[config.mk]
export PLATFORM = sky130hd
export DESIGN_NAME = regfile_responder
export DESIGN_NICKNAME = d
export VERILOG_FILES = /design/src/rtl/regfile_responder.sv
export SDC_FILE = /design/constraint.sdc
export NUM_CORES = 2
export LEC_CHECK = 0
export CORE_UTILIZATION = 40
export DETAILED_ROUTE_END_ITERATION = 7
export GPL_ROUTABILITY_DRIVEN = 0
export PLACE_DENSITY = 0.53
export SYNTH_ARGS = -nofsm -noshare
export SYNTH_HDL_FRONTEND = slang
export SYNTH_SLANG_ARGS = --single-unit
export TNS_END_PERCENT = 50
[constraint.sdc]
create_clock -name Clk -period 6.5 [get_ports Clk]
set_input_delay 1.3 -clock Clk [delete_from_list [all_inputs] [get_ports Clk]]
set_output_delay 1.3 -clock Clk [all_outputs]
set_load 0.01 [all_outputs]
[src/rtl/regfile_responder.sv]
// regfile_responder: 32 x 32-bit register file behind a valid/ready
// request/response pair. One outstanding response at most; a request may be
// accepted on the same edge that consumes the current response, so the block
// sustains one request per cycle while RspReady stays high.
//
// Ports:
//   Clk, Reset_n          clock, synchronous active-low reset
//   ReqValid/ReqReady     request handshake (ReqReady is combinational)
//   ReqWrite              1 = write, 0 = read
//   ReqAddr1, ReqAddr2    write target / read addresses (ReqAddr2 read only)
//   ReqWriteData          write payload
//   RspValid/RspReady     response handshake
//   RspData1, RspData2    read data, or committed value / 0 on writes
//   RspWriteAck           response belongs to a write
//   WriteCount            wrapping count of writes to nonzero registers
module regfile_responder (
  input  logic        Clk,
  input  logic        Reset_n,
  input  logic        ReqValid,
  output logic        ReqReady,
  input  logic        ReqWrite,
  input  logic [4:0]  ReqAddr1,
  input  logic [4:0]  ReqAddr2,
  input  logic [31:0] ReqWriteData,
  output logic        RspValid,
  input  logic        RspReady,
  output logic [31:0] RspData1,
  output logic [31:0] RspData2,
  output logic        RspWriteAck,
  output logic [15:0] WriteCount
);

  localparam int unsigned NREG = 32;
  localparam int unsigned DW   = 32;
  localparam int unsigned AW   = 5;
  localparam int unsigned CW   = 16;

  typedef enum logic {IDLE = 1'b0, RESP = 1'b1} state_t;

  state_t          state;
  logic [DW-1:0]   regs [NREG];
  logic            accept;
  logic            consume;
  logic            addr1_nz;

  // Response slot is free when empty or being drained this cycle.
  assign RspValid = (state == RESP);
  assign ReqReady = Reset_n & (~RspValid | RspReady);
  assign accept   = ReqValid & ReqReady;
  assign consume  = RspValid & RspReady;
  assign addr1_nz = (ReqAddr1 != AW'(0));

  // Storage, handshake state and registered response in one process.
  always_ff @(posedge Clk) begin
    if (!Reset_n) begin
      for (int i = 0; i < NREG; i++) regs[i] <= '0;
      state       <= IDLE;
      RspData1    <= '0;
      RspData2    <= '0;
      RspWriteAck <= 1'b0;
      WriteCount  <= '0;
    end else if (accept) begin
      state <= RESP;
      if (ReqWrite) begin
        // Register 0 is hardwired to zero: no commit, no count.
        if (addr1_nz) begin
          regs[ReqAddr1] <= ReqWriteData;
          WriteCount     <= WriteCount + CW'(1);
        end
        RspData1    <= addr1_nz ? ReqWriteData : '0;
        RspData2    <= '0;
        RspWriteAck <= 1'b1;
      end else begin
        RspData1    <= regs[ReqAddr1];
        RspData2    <= regs[ReqAddr2];
        RspWriteAck <= 1'b0;
      end
    end else if (consume) begin
      // Drained with nothing behind it: outputs return to zero.
      state       <= IDLE;
      RspData1    <= '0;
      RspData2    <= '0;
      RspWriteAck <= 1'b0;
    end
  end

endmodule
Word level (Yosys, flattened, before mapping)

Memories as Yosys holds them, arrays and structs flattened.
Index checks and enable logic that the tools add are counted.

Word-level logic and storage cells: 35
Output and inout port bits: 83
Bits in writable memories: 1024
Input port bits: 47
Memories: 1
Latch bits: 0
ROM bits: 0
Bits in registers: 82

$lt $le $gt $ge: 0
Bitwise logic cells: 5
Equality and inequality tests: 0
Divide/modulo/power cells: 0
Reductions and logical operators: 4
Multiply operators: 0
Mux-type cells: 19
Shifts and indexed selects: 0
Add/sub/neg operators: 1

Memory list:

| name | depth | width | rd ports | clocked after Yosys merged registers in | wr ports | line | text |
|---|---|---|---|---|---|---|---|
| regs | 32    | 32    | 2        | 0                                       | 32       | 41   | `logic [DW-1:0] regs [NREG];` |

Operators with widths:

| kind                                          | number |
|---|---|
| two-way mux 32 bit                            | 7 |
| OR reduction 32 bit                           | 1 |
| adder 16 x 1 -> 16 bit, second input constant | 1 |
| two-way mux 1 bit                             | 11 |
| two-way mux 5 bit                             | 1 |
| nonzero test 5 bit                            | 1 |
| bitwise AND 1 bit                             | 3 |
| AND reduction 3 bit                           | 1 |
| nonzero test 2 bit                            | 1 |
| NOT 1 bit                                     | 1 |
| OR 1 bit                                      | 1 |

Longest topological paths before layout

Word-level depth: 9
Mapped depth: 10
Depth with buffers taken out: 6

Worst setup path before layout

No wires, ideal clock.

Kind: in2reg
Start point: input port RspReady
End point: memory regs[28][0] (enable)
Path buffers: 1
Required time: 6034 ps
Arrival time: 4602 ps
Library setup time: 466 ps
Setup slack: 1432 ps
Stages on the path: 5
Cells stage by stage: nand2b_1 nand3_2 or4_4 buf_6 o21ai_0

RTL lines:

| element            | line | text |
|---|---|---|
| start: declaration | 26   | `input logic RspReady,` |
| end: declaration   | 41   |  |

==> qor.yml <==
cts:
  cts_setup_buffers: 0
  numCtsBuffers: 131
  cts-root-buf: "clkbuf_16"
  clkTransAtPathRegs_ns: 0.06
  htree_levels: 4
  clk_path_buf_depth: 3
  clk_latency_ns: 0.78
  ctsHoldBuffers: 0
  clock-sinks: 1106
  cts_resized: 0
  cts_tree: "done"
global_route:
  grt_antenna_before_repair: 11
  grt_pass1_wl_um: 294000
  grt_max_degree: 80
  gr-total-overflow: 0
  grt_usage_pct: 29.9
  grt_pass1_vias: 36300
power:
  power_density_mw_per_mm2: 265
  p_leak_nw: 23.2
  ir_drop_v: 0.000176
  p_total_w: 0.0173
detailed_routing:
  ant_nets: 0
  wl_met1_um: 86400
  drtIter0Drc: 4488
  drc: 0
  top_layer: "met5"
  wl_met3_um: 18000
  route.met2.wl_um: 101000
  vias: 36800
  first_pass_iters: 6
  postRouteWirelength_um: 214000
  vias_per_cell: 6.22
  wl_per_cell_um: 36.2
outcome:
  outcome: "finished, final reports clean"
sta:
  fin_ws_ns: 1.98
  period_share_pct: 69.5
  setup_viol: 0
  fin_setup_tns_ns: 0
  finalHoldViolCount: 0
  slew_headroom_pct: 4.42
  fin_skew_ns: 0.0364
  min_period_ns: 4.52
  rsz0062_at_grt: "no"
  finalMaxSlewViolations: 0
  tightest_slew_ns: 1.43
  max_freq_mhz: 221
critical_path:
  cp_slowest_cell: "nand3b_1"
  worstPathCellList: "clkdlybuf4s50_1, nand2b_1, and3_1, nand3b_1, buf_4, o21ai_4, buf_4"
  required_ns: 6.94
  crit_path_end_kind: "register"
  cpPeakStageDelay_ns: 0.68
  worstPathArrival_ns: 4.95
  startpoint_type: "input port"
  crit_path_max_fanout: 17
  cp_common_cell: "buf_4"
  crit_type: "in -> reg"
yosys:
  ys_warn_count: 0
  ys_types: 56
  netlist_instances: 3886
  ys_seq_elements: 1106
  synth_edf_count: 1024
  synth_area_leaders: "edfxtp_1, mux4_2, and2_1"
  syn_area_mm2: 0.0568
  yosysMostFrequentCell: "edfxtp_1"
  synth_common_cells: "edfxtp_1, and2_1, mux4_2"
  async_reset_ff_share_pct: 0
  synth_largest_area_cell: "edfxtp_1"
  ys_seq_area_share_pct: 57.0
  netlist.area_leader.share_pct: 54.1
  syn_area_per_cell_um2: 14.6
  synth_ff_type: "edfxtp_1"
die:
  die-area_mm2: 0.144
  initial_core_util_pct: 40.5
  dieWidth_um: 379
  rows: 137
  core_mm2: 0.140
  die_h_um: 379
  ios: 130
cells_and_area:
  drive_gt1_share_pct: 22.1
  syn2layout_area_growth_pct: 14.8
  ff_latch_area_mm2: 0.0324
  fillers: 12400
  multiInputGateArea_mm2: 0.0234
  fin_nets: 3966
min_path:
  hp-class: "reg -> reg"
flow_run:
  max_cap_violations: 0
placed_design:
  pre_cts_slack_ns: 1.24
  portBuffers: 129
  dp_hpwl_um: 129000
[through the flow]
step / hold WS (ns) / cell area (um^2) / utilization (%) / cells
CTS: 0.498 / 65200 / 46.5 / 5900
finish: 0.489 / 65300 / 46.5 / 5907
detailed placement: 0.485 / 60900 / 43.4 / 5661
global placement: 0.478 / 60900 / 43.4 / 5661
global route: 0.515 / 65200 / 46.5 / 5900
floorplan: 0.479 / 57000 / - / 3917
[state kept, by name (all words and copies together) (netlist names)]
name and count:
RspData2 32, regs 1024, RspWriteAck 1, RspData1 32
RspValid 1, WriteCount 16
[routing by layer]
layer,up-vias,track usage (%)
li1,15000,-
met1,19500,40.4
met2,1914,48.0
met3,377,5.53
met4,2,11.0
met5,-,0
[power by group]
part           total, W  internal, W  switching [W]
registers       0.00809      0.00797       0.000120
logic           0.00167     0.000605        0.00106
clock network   0.00752      0.00443        0.00309
total            0.0173       0.0130        0.00427
[cells by family after synthesis]
kind of cell             share of synthesized area [%]
AND/OR/NAND/NOR                                   13.9
flip-flops                                        57.0
multiplexers                                      20.2
AO/OA/AOI/OAI                                     5.37
buffers and inverters                             3.26
XOR/XNOR                                         0.216
adder cells (fa/ha/maj)                         0.0220
other                                          0.00660
[final timing paths]
kind	startpoint	end	slack [ns]	cells after the start
worst min-delay path	RspData2[29]	RspData2[29]	0.49	2
worst max register to register	RspValid	regs[26][31]	2.76	6
worst min register to register	RspData2[29]	RspData2[29]	0.49	2
worst max-delay path	RspReady	regs[26][31]	1.98	7
[cell usage in the layout (no fill, tap or decap), types with 44 or more instances in the layout]
cell type	n
o22ai_1	62
edfxtp_1	1024
dfxtp_1	82
clkdlybuf4s50_1	122
mux2i_1	121
and2_1	994
mux4_2	455
a22oi_1	168
nor2_1	108
clkbuf_16	138
nand2_1	47
buf_4	127
clkbuf_1	44
[cell type report]
type	count	share of cell area [%]
Antenna cell	7	0.0268
Clock buffer	193	5.78
Clock inverter	46	0.848
Inverter	2	0.0153
Multi-Input combinational cell	2395	35.8
Sequential cell	1106	49.6
Tap cell	1876	3.60
Timing Repair Buffer	282	4.29
[worst max-delay path, delay by kind of cell]
| kind | cells | cell delay, ns |
|---|---|---|
| simple gates | 3 | 1.49 |
| buf+inv | 3 | 1.51 |
| compound gates | 1 | 0.59 |
Note: power is estimated with default switching activity, not from simulation.
